`src/rtl/draw_pkg.sv`:
```
// Shared widths, screen defaults, FSM encoding and colours for the framebuffer draw arbiter.
package draw_pkg;

  localparam int X_W   = 8;
  localparam int Y_W   = 7;
  localparam int COL_W = 3;

  localparam int SCREEN_W_DEF = 160;
  localparam int SCREEN_H_DEF = 120;

  localparam logic [1:0] IDLE = 2'd0;
  localparam logic [1:0] SCAN = 2'd1;
  localparam logic [1:0] DONE = 2'd2;

  localparam logic [COL_W-1:0] BLACK = 3'b000;
  localparam logic [COL_W-1:0] WHITE = 3'b111;

  typedef struct packed {
    logic [X_W-1:0]   x;
    logic [Y_W-1:0]   y;
    logic [X_W-1:0]   w;
    logic [Y_W-1:0]   h;
    logic [COL_W-1:0] colour;
  } rect_t;

  // A rectangle with no columns or no rows produces no pixels at all.
  function automatic logic rect_empty(input rect_t r);
    return (r.w == '0) || (r.h == '0);
  endfunction

endpackage

```
`src/rtl/draw_arbiter_rect_scanner.sv`:
```
// Raster walker for one latched rectangle: column/row counters, screen address, clip and last-pixel detect.
module rect_scanner
  import draw_pkg::*;
#(
  parameter int SCREEN_W = SCREEN_W_DEF,
  parameter int SCREEN_H = SCREEN_H_DEF
) (
  input  logic           clk,
  input  logic           resetn,
  input  logic           start,
  input  logic           en,
  input  logic [X_W-1:0] x0,
  input  logic [Y_W-1:0] y0,
  input  logic [X_W-1:0] w,
  input  logic [Y_W-1:0] h,
  output logic [X_W-1:0] pix_x,
  output logic [Y_W-1:0] pix_y,
  output logic           last,
  output logic           plot_en
);

  logic [X_W-1:0] cx_r;
  logic [Y_W-1:0] cy_r;
  logic           row_end_s;
  logic [X_W:0]   sum_x_s;
  logic [Y_W:0]   sum_y_s;

  assign row_end_s = (cx_r == (w - 8'd1));
  assign last      = row_end_s && (cy_r == (h - 7'd1));

  // One extra bit on each sum so a rectangle hanging off the right/bottom edge is clipped, not wrapped.
  assign sum_x_s = {1'b0, x0} + {1'b0, cx_r};
  assign sum_y_s = {1'b0, y0} + {1'b0, cy_r};

  assign pix_x   = sum_x_s[X_W-1:0];
  assign pix_y   = sum_y_s[Y_W-1:0];
  assign plot_en = (sum_x_s < 9'(SCREEN_W)) && (sum_y_s < 8'(SCREEN_H));

  // Row-major counters: cx sweeps each row, cy advances on row wrap, both clear at the last pixel.
  always_ff @(posedge clk or negedge resetn) begin
    if (!resetn) begin
      cx_r <= '0;
      cy_r <= '0;
    end else if (start) begin
      cx_r <= '0;
      cy_r <= '0;
    end else if (en) begin
      if (last) begin
        cx_r <= '0;
        cy_r <= '0;
      end else if (row_end_s) begin
        cx_r <= '0;
        cy_r <= cy_r + 7'd1;
      end else begin
        cx_r <= cx_r + 8'd1;
      end
    end
  end

endmodule

```
`src/rtl/draw_arbiter.sv`:
```
// Shares the VGA framebuffer write port between rectangle-fill requesters.
// Define DRAW_ARB_ROUND_ROBIN_EN for round-robin arbitration; default is fixed priority (index 0 highest).
module draw_arbiter
  import draw_pkg::*;
#(
  parameter int N_REQ    = 4,
  parameter int SCREEN_W = SCREEN_W_DEF,
  parameter int SCREEN_H = SCREEN_H_DEF
) (
  input  logic                     clk,
  input  logic                     resetn,
  input  logic [N_REQ-1:0]         req,
  input  logic [X_W*N_REQ-1:0]     rect_x,
  input  logic [Y_W*N_REQ-1:0]     rect_y,
  input  logic [X_W*N_REQ-1:0]     rect_w,
  input  logic [Y_W*N_REQ-1:0]     rect_h,
  input  logic [COL_W*N_REQ-1:0]   rect_colour,
  output logic [N_REQ-1:0]         grant,
  output logic [N_REQ-1:0]         done,
  output logic                     busy,
  output logic [X_W-1:0]           vga_x,
  output logic [Y_W-1:0]           vga_y,
  output logic [COL_W-1:0]         vga_colour,
  output logic                     vga_plot
);

  localparam int IDX_W = (N_REQ > 1) ? $clog2(N_REQ) : 1;

  logic [1:0]       state_r;
  logic [1:0]       state_nxt_s;
  logic             any_req_s;
  logic             start_s;
  logic             scan_s;
  logic [IDX_W-1:0] win_idx_s;
  logic [N_REQ-1:0] win_onehot_s;
  logic [N_REQ-1:0] win_r;
  rect_t            sel_s;
  rect_t            rect_r;
  logic [X_W-1:0]   pix_x_s;
  logic [Y_W-1:0]   pix_y_s;
  logic             last_s;
  logic             plot_en_s;

  assign any_req_s = |req;
  assign start_s   = (state_r == IDLE) && any_req_s;
  assign scan_s    = (state_r == SCAN);

`ifdef DRAW_ARB_ROUND_ROBIN_EN
  logic [IDX_W-1:0] ptr_r;
  logic [IDX_W-1:0] cand_s;

  // Search from the pointer upward, wrapping; walking offsets downward lets the nearest one win.
  always_comb begin
    win_idx_s = '0;
    cand_s    = '0;
    for (int i = N_REQ - 1; i >= 0; i--) begin
      cand_s    = IDX_W'((int'(ptr_r) + i) % N_REQ);
      win_idx_s = req[cand_s] ? cand_s : win_idx_s;
    end
  end

  // Pointer holds the index just past the most recent winner.
  always_ff @(posedge clk or negedge resetn) begin
    if (!resetn) begin
      ptr_r <= '0;
    end else if (start_s) begin
      ptr_r <= (int'(win_idx_s) == (N_REQ - 1)) ? '0 : (win_idx_s + IDX_W'(1));
    end
  end
`else
  // Fixed priority: the lowest requesting index wins.
  always_comb begin
    win_idx_s = '0;
    for (int i = N_REQ - 1; i >= 0; i--) begin
      win_idx_s = req[i] ? IDX_W'(i) : win_idx_s;
    end
  end
`endif

  // Winner index to one-hot grant vector.
  always_comb begin
    win_onehot_s = '0;
    for (int i = 0; i < N_REQ; i++) begin
      win_onehot_s[i] = (win_idx_s == IDX_W'(i));
    end
  end

  // Pick the winner's slice out of the packed parameter buses.
  always_comb begin
    sel_s        = '0;
    sel_s.x      = rect_x[int'(win_idx_s)*X_W +: X_W];
    sel_s.y      = rect_y[int'(win_idx_s)*Y_W +: Y_W];
    sel_s.w      = rect_w[int'(win_idx_s)*X_W +: X_W];
    sel_s.h      = rect_h[int'(win_idx_s)*Y_W +: Y_W];
    sel_s.colour = rect_colour[int'(win_idx_s)*COL_W +: COL_W];
  end

  // Arbiter FSM next state; an empty rectangle goes straight to DONE.
  always_comb begin
    state_nxt_s = state_r;
    case (state_r)
      IDLE: begin
        if (any_req_s) begin
          state_nxt_s = rect_empty(sel_s) ? DONE : SCAN;
        end else begin
          state_nxt_s = IDLE;
        end
      end
      SCAN:    state_nxt_s = last_s ? DONE : SCAN;
      DONE:    state_nxt_s = IDLE;
      default: state_nxt_s = IDLE;
    endcase
  end

  // State register plus winner and parameter latch, captured on the grant edge only.
  always_ff @(posedge clk or negedge resetn) begin
    if (!resetn) begin
      state_r <= IDLE;
      win_r   <= '0;
      rect_r  <= '0;
    end else begin
      state_r <= state_nxt_s;
      if (start_s) begin
        win_r  <= win_onehot_s;
        rect_r <= sel_s;
      end
    end
  end

  rect_scanner #(
    .SCREEN_W (SCREEN_W),
    .SCREEN_H (SCREEN_H)
  ) u_scan (
    .clk     (clk),
    .resetn  (resetn),
    .start   (start_s),
    .en      (scan_s),
    .x0      (rect_r.x),
    .y0      (rect_r.y),
    .w       (rect_r.w),
    .h       (rect_r.h),
    .pix_x   (pix_x_s),
    .pix_y   (pix_y_s),
    .last    (last_s),
    .plot_en (plot_en_s)
  );

  // Outputs decode from state and latched registers only, so async reset clears them at once.
  assign grant      = scan_s ? win_r : '0;
  assign done       = (state_r == DONE) ? win_r : '0;
  assign busy       = (state_r != IDLE);
  assign vga_x      = scan_s ? pix_x_s : '0;
  assign vga_y      = scan_s ? pix_y_s : '0;
  assign vga_colour = scan_s ? rect_r.colour : BLACK;
  assign vga_plot   = scan_s && plot_en_s;

endmodule
```
`config.mk`:
```
export PLATFORM = sky130hd
export DESIGN_NAME = draw_arbiter
export DESIGN_NICKNAME = d
export VERILOG_FILES = /design/src/rtl/draw_pkg.sv /design/src/rtl/draw_arbiter_rect_scanner.sv /design/src/rtl/draw_arbiter.sv
export SDC_FILE = /design/constraint.sdc
export NUM_CORES = 1
export LEC_CHECK = 0
export ABC_CLOCK_PERIOD_IN_PS = 4800
export CORE_ASPECT_RATIO = 1.75
export CORE_MARGIN = 2
export CORE_UTILIZATION = 45
export DETAILED_ROUTE_END_ITERATION = 12
export PLACE_DENSITY = 0.78
export SETUP_SLACK_MARGIN = 0.05
export SYNTH_ARGS = -nofsm -noshare
export SYNTH_HDL_FRONTEND = slang
export SYNTH_HIERARCHICAL = 1
export SYNTH_SLANG_ARGS = --single-unit
```
`constraint.sdc`:
```
create_clock -name clk -period 4.8 [get_ports clk]
set_input_delay 0.96 -clock clk [delete_from_list [all_inputs] [get_ports clk]]
set_output_delay 0.96 -clock clk [all_outputs]
set_load 0.01 [all_outputs]
```
==> out/qor.yml, run 1 <==
ys_types: 75
multi_input_area_sq_um: 3310
fin_skew_ps: 6.10
synthTopCellsByArea: "dfrtp_1 27%, mux2i_1 7.6%, nand2_1 5.7%"
grt_overflow: 0
vias_per_cell: 5.92
period_minus_slack_ps: 4290
arrival_ps: 3330
timing.fmax_mhz: 233
hp-class: "register to register"
ys_seq_area_frac: 0.271
leakagePower_nw: 2.93
die_height_um: 143
area_growth_pct: 36.5
seqCellArea_sq_um: 1350
cts.path.max_buffers: 2
post_drt_wl_per_cell_um: 18.0
grt_max_degree: 61
synthCells: 608
drive_gt1_frac: 0.0519
drtAntennaViolNets: 0
drc: 0
path_clk_slew_ps: 80
hpwl_um: 12500
grt_pass1_vias: 5275
clock_latency_ps: 300
root_buffer: "clkbuf_16"
relSlewSlack: 0.210
irDropWorstVdd_mv: 0.377
async_flop_share: 1.00
synth_top_cell_by_area: "dfrtp_1"
gr-usage-all-layers: 0.259
tns_ps: 0
yosys_warnings: 6
n_antenna_cell: 0
p_per_area_nw_per_um2: 480
antenna_found_initial: 0
cts_buffers: 5
first_pass_iters: 5
cts_sinks: 54
nFillCells: 941
synthFlopType: "dfrtp_1"
startpoint_type: "register"
netlist.area_leader.share: 0.271
worst_pin_slew_ps: 1190
worstSetupStartpoint: "u_scan/cx_r[0]"
hold_violations: 0
hp-start: "rect_r[0]"
grt_pass1_wl_um: 25100
io_pins: 166
crit_fanout: 6
fin_crit_sh: 0.893
cp.required_ps: 3840
routed_wl_um: 15900
drt_iter0_markers: 303
synthesis.area_sq_um: 4980
critPathCaptureType: "output pin"
fin_util: 0.631
avgSynthCellArea_sq_um: 8.19
num-nets-final: 909
grt_setup_unrepaired: "no"
synth.top_cells.by_count: "76 x nand2_1, 54 x dfrtp_1, 44 x nor2_1, 44 x o21ai_0, 38 x mux2i_1"
die-area_sq_um: 12000
cts_tree: "built"
yosysMostFrequentCell: "nand2_1"
cts-resized-gates: 0
worstReg2RegStart: "rect_r[12]"
num_rows: 50
gp_congestion: 0.909
slew_violations: 0
core-area_sq_um: 10800
port_buffers: 165
postCtsSetupRepairBufs: 0
status: "completed"
vias: 5212
dieWidth_um: 83.5
synth-edff-count: 0
cts_hold_buf: 0
syn_nets: 767
setup_viol: 0
path_class: "register to output pin"
synth-seq-cells: 54
maxCapViolations: 0
start_util: 0.463
cts_max_level: 2
## logic make-up (layout without fill, tap and decap cells)
| family | Yosys count | in the layout | share of synthesized area |
|---|---|---|---|
| flip-flops | 54 | 54 | 0.271 |
| AND/OR/NAND/NOR | 230 | 230 | 0.238 |
| AO/OA/AOI/OAI | 167 | 167 | 0.234 |
| XOR/XNOR | 32 | 32 | 0.0563 |
| buffers and inverters | 65 | 208 | 0.0651 |
| adder cells (fa/ha/maj) | 21 | 21 | 0.0558 |
| multiplexers | 39 | 39 | 0.0787 |
## worst max-delay path, stage by stage, from the launching register on
cell and delay, ps:
dfrtp_1 460, ha_1 250, fa_1 410, a21o_1 180, a21oi_1 250, o21bai_1 100, a211oi_1 300, o211ai_1 120
a211oi_1 270, and2_1 160, clkdlybuf4s50_1 550
## path summary, 6_finish.rpt
| check | endpoint | slack [ps] | cells after the start |
|---|---|---|---|
| setup / recovery | vga_plot | 510 | 10 |
| hold / removal | rect_r[0] | 480 | 2 |
| setup reg to reg | u_scan/cy_r[3] | 2020 | 6 |
| hold reg to reg | rect_r[0] | 480 | 2 |
| max in group asynchronous | u_scan/cy_r[3] | 3540 | 2 |
| min in group asynchronous | rect_r[27] | 770 | 2 |
## final cells by class
| type | instances | area share |
|---|---|---|
| clock inverter | 3 | 0.00424 |
| sequential | 54 | 0.199 |
| inverter | 26 | 0.0144 |
| clock buffer | 5 | 0.0184 |
| multi-input combinational | 489 | 0.488 |
| tap | 130 | 0.0239 |
| timing repair buffer | 174 | 0.252 |
## stage by stage
stage | setup slack (ps) | std cells | cell area (sq um) | power (mW) | hold WS, ps
final | 512 | 881 | 6790 | 3.26 | 482
after global routing | 352 | 881 | 6790 | 3.50 | 515
after CTS | 541 | 881 | 6790 | 3.26 | 485
after detailed placement | 860 | 873 | 6640 | 2.86 | 468
after global placement | 898 | 873 | 6640 | 2.81 | 462
after floorplan | 1590 | 608 | 4980 | 2.06 | 442
## sequential cells by signal, indices dropped and copies added (netlist names)
signal and count:
u_scan/cx_r 8, win_r 4, state_r 2, u_scan/cy_r 7
rect_r 33
## report_power, final
part           total (mW)  leakage, nW  switching, mW  internal, mW
logic                2.01         2.18          0.973          1.04
clock network       0.380       0.0763          0.179         0.200
registers           0.863        0.672          0.224         0.639
total                3.26         2.93           1.38          1.88
## metal layers
metal,track usage,part of all wire
met5,0,0
met3,0.0214,0.040
met2,0.494,0.54
met1,0.285,0.38
met4,0.130,0.042
## placed cells by master, fill, tap and decap left out, types with 4 or more instances in the layout
cell type | synthesis | routed
o21ai_0 | 44 | 44
o21ai_1 | 10 | 10
or2_2 | 4 | 4
inv_1 | 26 | 26
buf_4 | 2 | 9
clkbuf_16 | 0 | 5
nor3_1 | 14 | 14
nor2_1 | 44 | 44
a21oi_1 | 16 | 16
ha_1 | 19 | 19
a221oi_1 | 6 | 6
nand3_1 | 9 | 9
a22oi_1 | 10 | 10
and2_1 | 30 | 30
nand3b_1 | 4 | 4
dfrtp_1 | 54 | 54
xnor2_1 | 22 | 22
a21o_1 | 6 | 6
nand2b_1 | 4 | 4
a211oi_1 | 4 | 4
a31oi_1 | 10 | 10
o221ai_1 | 20 | 20
mux2i_1 | 38 | 38
o21bai_1 | 4 | 4
nand2_1 | 76 | 76
clkdlybuf4s50_1 | 0 | 164
xor2_1 | 10 | 10
nor2b_1 | 10 | 9
a211o_1 | 5 | 5
nand4_1 | 8 | 8
Note: power is estimated with default switching activity, not from simulation.
==> inputs of run 2 (changes only) <==
--- a/config.mk
+++ b/config.mk
@@ -9,6 +9,7 @@
 export CORE_ASPECT_RATIO = 1.75
 export CORE_MARGIN = 2
 export CORE_UTILIZATION = 45
+export CTS_BUF_LIST = sky130_fd_sc_hd__clkbuf_8
 export DETAILED_ROUTE_END_ITERATION = 12
 export PLACE_DENSITY = 0.78
 export SETUP_SLACK_MARGIN = 0.05
==> out/qor.yml, run 2 (same netlist as run 1, synthesis figures left out) <==
die_height_um: 143  # unchanged
cp_num_buf_inv: 1  # unchanged
cp.required_ps: 3840  # about the same
fin_skew_ps: 11.7  # +5.55 ps
routed_wl_um: 15800  # -0.28%
timing.fmax_mhz: 231  # -1.1%
p_seq_frac: 0.274  # +0.009
drt_iter0_markers: 258  # -15%
antenna_found_initial: 0  # unchanged
grt_pass1_wl_um: 25000  # -0.44%
irDropWorstVdd_mv: 0.422  # +12%
grt_max_degree: 61  # unchanged
combPwrFrac: 0.637  # +0.019
path_delay_family: "compound AO/OA/AOI/OAI gates"
drtAntennaViolNets: 0  # unchanged
first_pass_iters: 5  # unchanged
cts_max_level: 2  # unchanged
tns_ps: 0  # unchanged
root_buffer: "clkbuf_8"
worstReg2RegStart: "rect_r[12]"
hpwl_um: 12500  # unchanged
cts_sinks: 54  # unchanged
maxCapViolations: 0  # unchanged
area_growth_pct: 35.3
relSlewSlack: 0.193  # -0.0164
crit_fanout: 6  # unchanged
die-area_sq_um: 12000  # unchanged
clock_latency_ps: 320  # +20 ps
leakagePower_nw: 2.91  # -0.88%
cp_slowest_stage_delay_ps: 550  # about the same
worst_pin_slew_ps: 1210  # +24.7 ps
hp-class: "register to register"
post_drt_wl_per_cell_um: 18.0  # -0.28%
gp_congestion: 0.909  # unchanged
hold_violations: 0  # unchanged
path_class: "register to output pin"
worstSetupStartpoint: "u_scan/cx_r[0]"
core-area_sq_um: 10800  # unchanged
start_util: 0.463  # unchanged
period_minus_slack_ps: 4330  # +45.6 ps
drive_gt1_frac: 0.0519  # unchanged
startpoint_type: "register"
io_pins: 166  # unchanged
clockPowerShare: 0.089  # -0.028
arrival_ps: 3370  # +40 ps
p_int_mw: 1.79  # -4.9%
cts_buffers: 5  # unchanged
swShare: 0.433  # +0.0104
grt_setup_unrepaired: "no"
setup_viol: 0  # unchanged
cts_tree: "built"
regMostFlops: "rect_r"
critPathCaptureType: "output pin"
grt_pass1_vias: 5217  # -1.1%
gr-usage-all-layers: 0.258  # -0.00130
cts_hold_buf: 0  # unchanged
finalPower_mw: 3.16  # -3.1%
postCtsSetupRepairBufs: 0  # unchanged
slew_violations: 0  # unchanged
crit_chain: "ha_1 -> fa_1 -> a21o_1 -> a21oi_1 -> o21bai_1 -> a211oi_1 -> o211ai_1 -> a211oi_1 -> and2_1 -> clkdlybuf4s50_1"
reg.largest.list: "rect_r (33), u_scan/cx_r (8), u_scan/cy_r (7)"
dieWidth_um: 83.5  # unchanged
slowest_stage: "clkdlybuf4s50_1"
vias: 5177  # -0.67%
largest_reg_flops: 33  # unchanged
cts.path.max_buffers: 2  # unchanged
cp_common_cell: "a211oi_1"
p_per_area_nw_per_um2: 468  # -2.3%
grt_overflow: 0  # unchanged
final_cell_mix: "164 x clkdlybuf4s50_1, 76 x nand2_1, 54 x dfrtp_1, 44 x nor2_1, 44 x o21ai_0"
drc: 0  # unchanged
num_rows: 50  # unchanged
fin_util: 0.626  # -0.00523
p_sw_mw: 1.37  # -0.73%
status: "completed"
num-nets-final: 909  # unchanged
vias_per_cell: 5.88  # -0.67%
port_buffers: 165  # unchanged
fin_crit_sh: 0.903  # +0.00950
nFillCells: 947  # +0.64%
final_common_cell: "clkdlybuf4s50_1"
hp-start: "rect_r[0]"
path_clk_slew_ps: 110  # +30 ps
cts-resized-gates: 0  # unchanged
n_antenna_cell: 0  # unchanged
[run 2: cell count changes in the layout (fill, tap and decap cells not counted)]
cell,change
clkbuf_16,-5
clkbuf_8,+5
[run 2: path summary, 6_finish.rpt]
path                                   to  slack, ps  cells after the start
max                              vga_plot        470                     10
min                             rect_r[0]        490                      2
max reg2reg                u_scan/cy_r[3]       2000                      6
min reg2reg                     rect_r[0]        490                      2
max in group asynchronous  u_scan/cy_r[3]       3580                      2
min in group asynchronous      rect_r[27]        740                      2
[run 2: worst reg2reg max path, stage by stage, from the launching register on]
cell and delay (ps):
dfrtp_1 480, or4_4 560, or3_1 340, a21oi_2 180, o2111ai_2 350, nor2_1 550
a32o_1 270
[run 2: cell type report]
type / instances / area (sq um) / share of cell area
Clock buffer: 5 / 68.8 / 0.0102
Clock inverter: 3 / 28.8 / 0.00427
Inverter: 26 / 97.6 / 0.0145
Multi-Input combinational cell: 489 / 3310 / 0.492
Sequential cell: 54 / 1350 / 0.201
Tap cell: 130 / 163 / 0.0242
Timing Repair Buffer: 174 / 1710 / 0.255
[run 2: through the flow]
| stage | setup slack [ps] | instances | hold slack (ps) | area, sq um |
|---|---|---|---|---|
| floorplan | 1590 | 608 | 442 | 4980 |
| global placement | 898 | 873 | 462 | 6640 |
| detailed placement | 860 | 873 | 468 | 6640 |
| CTS | 505 | 881 | 493 | 6740 |
| global route | 317 | 881 | 524 | 6740 |
| finish | 466 | 881 | 490 | 6740 |
[run 2: layer usage]
| layer | track usage | share of wire |
|---|---|---|
| met5 | 0 | 0 |
| met4 | 0.112 | 0.037 |
| met3 | 0.0231 | 0.037 |
| met2 | 0.498 | 0.54 |
| met1 | 0.284 | 0.38 |
[run 2: power groups by stage]
stage	Sequential, mW	Clock, mW	Combinational, mW
floorplan	0.781	0	1.28
detailed placement	0.866	0	2.00
finish	0.863	0.281	2.01
global placement	0.851	0	1.96
global route	0.889	0.305	2.20
CTS	0.857	0.283	2.01
==> inputs of run 3 (changes only) <==
--- a/config.mk
+++ b/config.mk
@@ -13,6 +13,7 @@
 export DETAILED_ROUTE_END_ITERATION = 12
 export PLACE_DENSITY = 0.78
 export SETUP_SLACK_MARGIN = 0.05
+export SLEW_MARGIN = 20
 export SYNTH_ARGS = -nofsm -noshare
 export SYNTH_HDL_FRONTEND = slang
 export SYNTH_HIERARCHICAL = 1
==> out/qor.yml, run 3 (same netlist as run 1, synthesis figures left out) <==
path_clk_slew_ps: 110  # about the same
slew_violations: 0  # unchanged
vias: 5190  # +0.25%
regMostFlops: "rect_r"
fin_crit_sh: 0.904  # about the same
tns_ps: 0  # unchanged
drt_iter0_markers: 251  # -2.7%
startpoint_type: "register"
setup_viol: 0  # unchanged
timing.fmax_mhz: 231  # about the same
gr-usage-met2: 0.498  # unchanged
cts_max_level: 2  # unchanged
fin_cells: 881  # unchanged
cts_hold_buf: 0  # unchanged
antenna_found_initial: 0  # unchanged
critPathCaptureType: "output pin"
gr-usage-all-layers: 0.258  # unchanged
p_per_area_nw_per_um2: 468  # about the same
cts-resized-gates: 0  # unchanged
cts_buffers: 5  # unchanged
cp_slowest_stage_delay_ps: 550  # about the same
die-area_sq_um: 12000  # unchanged
io_pins: 166  # unchanged
grt_use_met1: 0.284  # unchanged
cts.path.max_buffers: 2  # unchanged
fin_skew_ps: 11.9  # +0.284 ps
final_common_cell: "clkdlybuf4s50_1"
cts_sinks: 54  # unchanged
drtAntennaViolNets: 0  # unchanged
cp.required_ps: 3840  # about the same
die_height_um: 143  # unchanged
arrival_ps: 3380  # about the same
grt_pass1_wl_um: 25000  # unchanged
start_util: 0.463  # unchanged
grt_setup_unrepaired: "no"
root_buffer: "clkbuf_8"
irDropWorstVdd_mv: 0.422  # about the same
crit_chain: "ha_1 -> fa_1 -> a21o_1 -> a21oi_1 -> o21bai_1 -> a211oi_1 -> o211ai_1 -> a211oi_1 -> and2_1 -> clkdlybuf4s50_1"
hp-start: "rect_r[0]"
drive_gt1_frac: 0.0519  # unchanged
cp_common_cell: "a211oi_1"
post_drt_wl_per_cell_um: 18.0  # about the same
leakagePower_nw: 2.91  # about the same
core-area_sq_um: 10800  # unchanged
crit_fanout: 6  # unchanged
num-nets-final: 909  # unchanged
grt_overflow: 0  # unchanged
reg.largest.list: "rect_r (33), u_scan/cx_r (8), u_scan/cy_r (7)"
grt_pass1_vias: 5217  # unchanged
hold_violations: 0  # unchanged
hpwl_um: 12500  # unchanged
clock_latency_ps: 320  # about the same
n_antenna_cell: 0  # unchanged
relSlewSlack: 0.478  # +0.285
routed_wl_um: 15900  # about the same
status: "completed"
grt_max_degree: 61  # unchanged
path_class: "register to output pin"
gp_congestion: 0.909  # unchanged
nFillCells: 946  # -0.11%
grt.met3_usage: 0.0231  # unchanged
drc: 0  # unchanged
worstReg2RegStart: "rect_r[12]"
maxCapViolations: 0  # unchanged
place_inst: 873  # unchanged
slowest_stage: "clkdlybuf4s50_1"
area_growth_pct: 35.5
hp-class: "register to register"
final_cell_mix: "164 x clkdlybuf4s50_1, 76 x nand2_1, 54 x dfrtp_1, 44 x nor2_1, 44 x o21ai_0"
first_pass_iters: 5  # unchanged
cp_num_buf_inv: 1  # unchanged
worstSetupStartpoint: "u_scan/cx_r[0]"
vias_per_cell: 5.89  # +0.25%
grt.busiest_layer: "met2"
dieWidth_um: 83.5  # unchanged
num_rows: 50  # unchanged
worst_pin_slew_ps: 779  # -430 ps
path_delay_family: "compound AO/OA/AOI/OAI gates"
postCtsSetupRepairBufs: 0  # unchanged
period_minus_slack_ps: 4340  # +3.39 ps
largest_reg_flops: 33  # unchanged
port_buffers: 165  # unchanged
cts_tree: "built"
[run 3: cell types whose count changed in the layout (fill, tap and decap cells not counted)]
cell,before,now
o21ai_4,1,2
o21ai_2,1,0
[run 3: power breakdown]
| part | internal (mW) | switching [mW] |
|---|---|---|
| Combinational | 1.04 | 0.972 |
| Clock | 0.110 | 0.170 |
| Sequential | 0.638 | 0.227 |
[run 3: worst paths after layout]
path | end | slack (ps) | cells after the start
min in group asynchronous | rect_r[27] | 740 | 2
hold reg to reg | rect_r[0] | 490 | 2
setup / recovery | vga_plot | 460 | 10
max in group asynchronous | u_scan/cy_r[3] | 3580 | 2
hold / removal | rect_r[0] | 490 | 2
setup reg to reg | u_scan/cy_r[3] | 2010 | 6
[run 3: tightest hold or removal path: stages, from the launching register on]
cell and delay [ps]:
dfrtp_1 360, nand2_1 50, o21ai_1 60
[run 3: metal layers]
layer,vias up,share of wire
met5,-,0
met4,0,0.035
met3,39,0.036
met2,186,0.54
met1,2474,0.39
li1,2491,-
[run 3: per-stage QoR]
| step | instance area (sq um) | util | setup slack (ps) | hold WS (ps) | power [mW] |
|---|---|---|---|---|---|
| final | 6740 | 0.627 | 463 | 490 | 3.16 |
| after global routing | 6740 | 0.627 | 317 | 524 | 3.40 |
| after CTS | 6740 | 0.626 | 505 | 493 | 3.15 |
| after detailed placement | 6640 | 0.617 | 860 | 468 | 2.86 |
| after global placement | 6640 | 0.617 | 898 | 462 | 2.81 |
| after floorplan | 4980 | - | 1590 | 442 | 2.06 |
[run 3: area by class of cell]
| type | count | area [sq um] | share of cell area |
|---|---|---|---|
| clock inverters | 3 | 28.8 | 0.00427 |
| multi-input cells | 489 | 3320 | 0.492 |
| well taps | 130 | 163 | 0.0241 |
| repair buffers | 174 | 1710 | 0.254 |
| flip-flops and latches | 54 | 1350 | 0.200 |
| clock buffers | 5 | 68.8 | 0.0102 |
| inverters | 26 | 97.6 | 0.0145 |
==> RTL edit 1, RTL diff (flow settings as in run 2) <==
Add a define of `DRAW_ARB_ROUND_ROBIN_EN`.
--- a/src/rtl/draw_arbiter.sv
+++ b/src/rtl/draw_arbiter.sv
@@ -1,5 +1,7 @@
 // Shares the VGA framebuffer write port between rectangle-fill requesters.
 // Define DRAW_ARB_ROUND_ROBIN_EN for round-robin arbitration; default is fixed priority (index 0 highest).
+`define DRAW_ARB_ROUND_ROBIN_EN
+
 module draw_arbiter
   import draw_pkg::*;
 #(
Function: changed (Yosys sat finds a counterexample within 4 cycles, from zero or initial values and one cycle with resetn low).
==> RTL edit 1 against run 2 <==
  * Sequential cell count grew 2
  * Combinational power up 37%
  * Total power increased by 25%
  * Worst setup slack got worse by 45 ps
  * Area after synthesis shrank 2.0%
  * Core utilization is 0.24 points lower
  * Final cell count rose by 2.8%
  * Cell area fell by 1.5%
  * Non-clock buffer count down 2
  * Wire length down 13%
  * Critical path type unchanged
  * Largest power group unchanged
==> RTL edit 1: results (changes against run 2) <==
Complex-gate fraction of the synthesized area: 0.144 (was 0.234)
Leakage Power: 0.00300 uW (was 0.00291 uW)
Unique cell type count in the Yosys netlist: 58 (was 75)
DP HPWL: 11000 um (was 12500 um)
Worst endpoint data arrival time: 3420 ps (was 3370 ps)
Sequential fraction of the synthesis area: 0.287 (was 0.271)
Status: completed (unchanged)
Synth Instances: 633 (was 608)
Routed wire length: 13900 um (was 15800 um)
Post-Synth XOR/XNOR Area: 0.0575 (was 0.0563)
Synthesized-area fraction occupied by adder cells: 0.0672 (was 0.0558)
Most common library cells after synthesis: nand2_1 (172), dfrtp_1 (56), o21ai_0 (56), mux2i_1 (44), and2_1 (29) (was nand2_1 (76), dfrtp_1 (54), nor2_1 (44), o21ai_0 (44), mux2i_1 (38))
Post-DR wirelength/cell: 15.3 um (was 18.0 um)
Pwr per Cell Area: 593 mW/mm2 (was 468 mW/mm2)
Syn_nets: 796 (was 767)
Hold wc startpoint: rect_r[2] (was rect_r[0])
# fillers: 992 (was 947)
Routed length on met2: 7750 um (was 8590 um)
Iter 0 DRT Violations: 335 (was 258)
Placed Area: 0.00655 mm2 (was 0.00664 mm2)
Seq pwr share: 0.236 (was 0.274)
Placed instance count: 899 (was 873)
Setup WS pre-CTS: 799 ps (was 860 ps)
Mux cell area share after synthesis: 0.0996 (was 0.0787)
Area of the multi-input gates: 0.00320 mm2 (was 0.00331 mm2)
Largest net degree at the start of global routing: 64 (was 61)
Routability congestion estimate: 0.920 (was 0.909)
Vias in the first global route: 4990 (was 5217)
==> RTL edit 1: cell types whose count changed in the layout (fill, tap and decap cells not counted), sizes merged, moves of 6 or more <==
cell,run 2,this run
nand2,76,172
nor2,44,16
o221ai,20,0
nand3,9,25
a22oi,10,0
a221oi,6,0
mux2i,38,44
==> RTL edit 1: path summary, 6_finish.rpt <==
kind / endpoint / slack (ps) / cells after the start
worst max-delay path: vga_plot / 420 / 10
worst min-delay path: rect_r[2] / 490 / 2
worst max register to register: u_scan/cy_r[4] / 2040 / 6
worst min register to register: rect_r[2] / 490 / 2
max in group asynchronous: rect_r[28] / 3560 / 2
min in group asynchronous: ptr_r[0] / 760 / 2
==> RTL edit 1: cell type report <==
cell class,count,area share
clock inverter,2,0.00189
timing repair buffer,172,0.256
sequential,56,0.211
inverter,24,0.0136
tap,130,0.0245
clock buffer,5,0.0104
multi-input combinational,517,0.482
==> RTL edit 2, RTL diff (flow settings as in run 2) <==
Made on the original files. Set the package constant `COL_W` to 6 (it was 3).
--- a/src/rtl/draw_pkg.sv
+++ b/src/rtl/draw_pkg.sv
@@ -3,7 +3,7 @@
 
   localparam int X_W   = 8;
   localparam int Y_W   = 7;
-  localparam int COL_W = 3;
+  localparam int COL_W = 6;
 
   localparam int SCREEN_W_DEF = 160;
   localparam int SCREEN_H_DEF = 120;
Ports: changed (resized rect_colour and vga_colour); port bits go from 166 to 181. No check against the original RTL was run, so the function may have changed too.
==> RTL edit 2 against run 2 <==
  * Final cell count rose by 3.5%
  * Area after synthesis increased by 4.6%
  * Sequential power is 7.9% higher
  * Sequential cell count is 3 higher
  * Total power is 7.3% higher
  * Hold slack worse by 10 ps
  * Worst setup slack better by 240 ps
  * Global-route usage hardly changed
  * Non-clock buffer count increased by 13
  * Cell area up 6.1%
  * Wire length rose by 1.5%
  * Sequential share of layout area decreased by 0.11 points
  * Largest power group unchanged
  * Highest routed layer unchanged
==> RTL edit 2: results (changes against run 2) <==
Status: completed (unchanged)
Most common library cells after synthesis: nand2_1 (82), dfrtp_1 (57), nor2_1 (46), mux2i_1 (43) (was nand2_1 (76), dfrtp_1 (54), nor2_1 (44), o21ai_0 (44), mux2i_1 (38))
H-tree depth: 3 (was 2)
Placed Area: 0.00697 mm2 (was 0.00664 mm2)
First-pass GRT wire length: 26000 um (was 25000 um)
Met3 Usage GRT: 0.0384 (was 0.0231)
DP HPWL: 12800 um (was 12500 um)
Clk Latency, worst-skew pair: 340 ps (was 320 ps)
Setup Skew: 10.4 ps (was 11.7 ps)
I/O Buffers: 180 (was 165)
Setup repair bufs after CTS: 0 (unchanged)
Largest cells by area after synthesis: dfrtp_1 (27%), mux2i_1 (8.3%), nand2_1 (5.9%), ha_1 (4.6%), and2_1 (3.7%) (was dfrtp_1 (27%), mux2i_1 (7.6%), nand2_1 (5.7%), ha_1 (4.8%), o21ai_0 (4.4%))
Reg clk slew, reported paths: 60 ps (was 110 ps)
# fillers: 990 (was 947)
Final net count: 943 (was 909)
Syn_nets: 783 (was 767)
Gr usage total: 0.258 (about the same)
Largest net degree at the start of global routing: 64 (was 61)
Top Registers: rect_r (36), u_scan/cx_r (8), u_scan/cy_r (7) (was rect_r (33), u_scan/cx_r (8), u_scan/cy_r (7))
Vias in the first global route: 5537 (was 5217)
Resized Gates After CTS: 0 (unchanged)
Routability congestion estimate: 0.886 (was 0.909)
Met1 GRT Util: 0.281 (was 0.284)
Share of layout cells above drive strength 1: 0.0669 (was 0.0519)
CTS Root Cell: clkbuf_8 (unchanged)
Slew headroom: 0.396 (was 0.193)
Via/cell ratio: 5.76 (was 5.88)
Leakage Power: 0.00309 uW (was 0.00291 uW)
Sequential fraction of the synthesis area: 0.274 (was 0.271)
Ys async rst share: 1.00 (unchanged)
Worst endpoint data arrival time: 3130 ps (was 3370 ps)
Iter 0 DRT Violations: 255 (was 258)
Peak VDD IR: 0.000620 V (was 0.000422 V)
Cts bufs inserted: 9 (was 5)
Met2 GRT Util: 0.479 (was 0.498)
Unique cell type count in the Yosys netlist: 85 (was 75)
Post-DR wirelength/cell: 17.6 um (was 18.0 um)
RTL edit 2: cell types whose count changed after synthesis, sizes merged, moves of 5 or more:
cell / run 2 / this run
a31oi: 10 / 4
clkbuf: 20 / 11
mux2i: 38 / 43
buf: 19 / 26
inv: 26 / 19
nand2: 76 / 82
a221o: 0 / 5
nor3: 15 / 8
RTL edit 2: path summary, 6_finish.rpt:
path | from | end | slack [ps] | depth (start not counted)
hold reg to reg | rect_r[4] | rect_r[4] | 480 | 2
hold / removal | rect_r[4] | rect_r[4] | 480 | 2
min in group asynchronous | resetn | rect_r[18] | 760 | 2
setup reg to reg | rect_r[6] | u_scan/cy_r[4] | 1930 | 9
setup / recovery | u_scan/cx_r[0] | vga_plot | 710 | 11
max in group asynchronous | resetn | rect_r[31] | 3570 | 2
RTL edit 2: through the flow:
| step | cells | setup WS, ps |
|---|---|---|
| 3_5_place_dp | 896 | 946 |
| 6_report | 912 | 707 |
| 5_1_grt | 912 | 542 |
| 4_1_cts | 912 | 702 |
| 3_3_place_gp | 896 | 1000 |
| 2_1_floorplan | 612 | 1750 |
RTL edit 2: kinds of logic after synthesis:
kind of cell	share of synthesized area
buffers and inverters	0.0620
muxes	0.0870
and+or+nand+nor	0.252
DFF	0.274
AOI/OAI and AO/OA	0.221
adders and majority gates	0.0533
xor gates and xnor gates	0.0505
RTL edit 2: layout make-up:
type	instances	area, um2	area share
multi-input cells	498	3460	0.484
clock buffers	11	151	0.0212
inverters	19	71.3	0.00998
clock inverters	5	23.8	0.00333
well taps	135	169	0.0236
flip-flops and latches	57	1430	0.200
repair buffers	187	1840	0.258
RTL edit 2: where the power goes:
part	internal [uW]	switching, uW
Combinational	1110	946
Clock	209	188
Sequential	679	252
Total	2000	1380
RTL edit 2: worst max-delay path, cell delays in order (launching register included):
cell	delay (ps)
dfrtp_1	470
ha_1	260
fa_1	410
a21oi_1	150
o21bai_1	110
nand2_1	80
a21oi_1	90
a21o_1	190
a211oi_1	200
and4_1	190
and2_1	110
clkdlybuf4s50_1	520
RTL edit 2: routing by layer:
metal  vias to the layer above  share of wire  wire length (um)
met5                         -              0                 0
met4                         0          0.039               627
li1                       2554              -                 -
met2                       153           0.55              8840
met3                        44          0.035               562
met1                      2505           0.38              6050
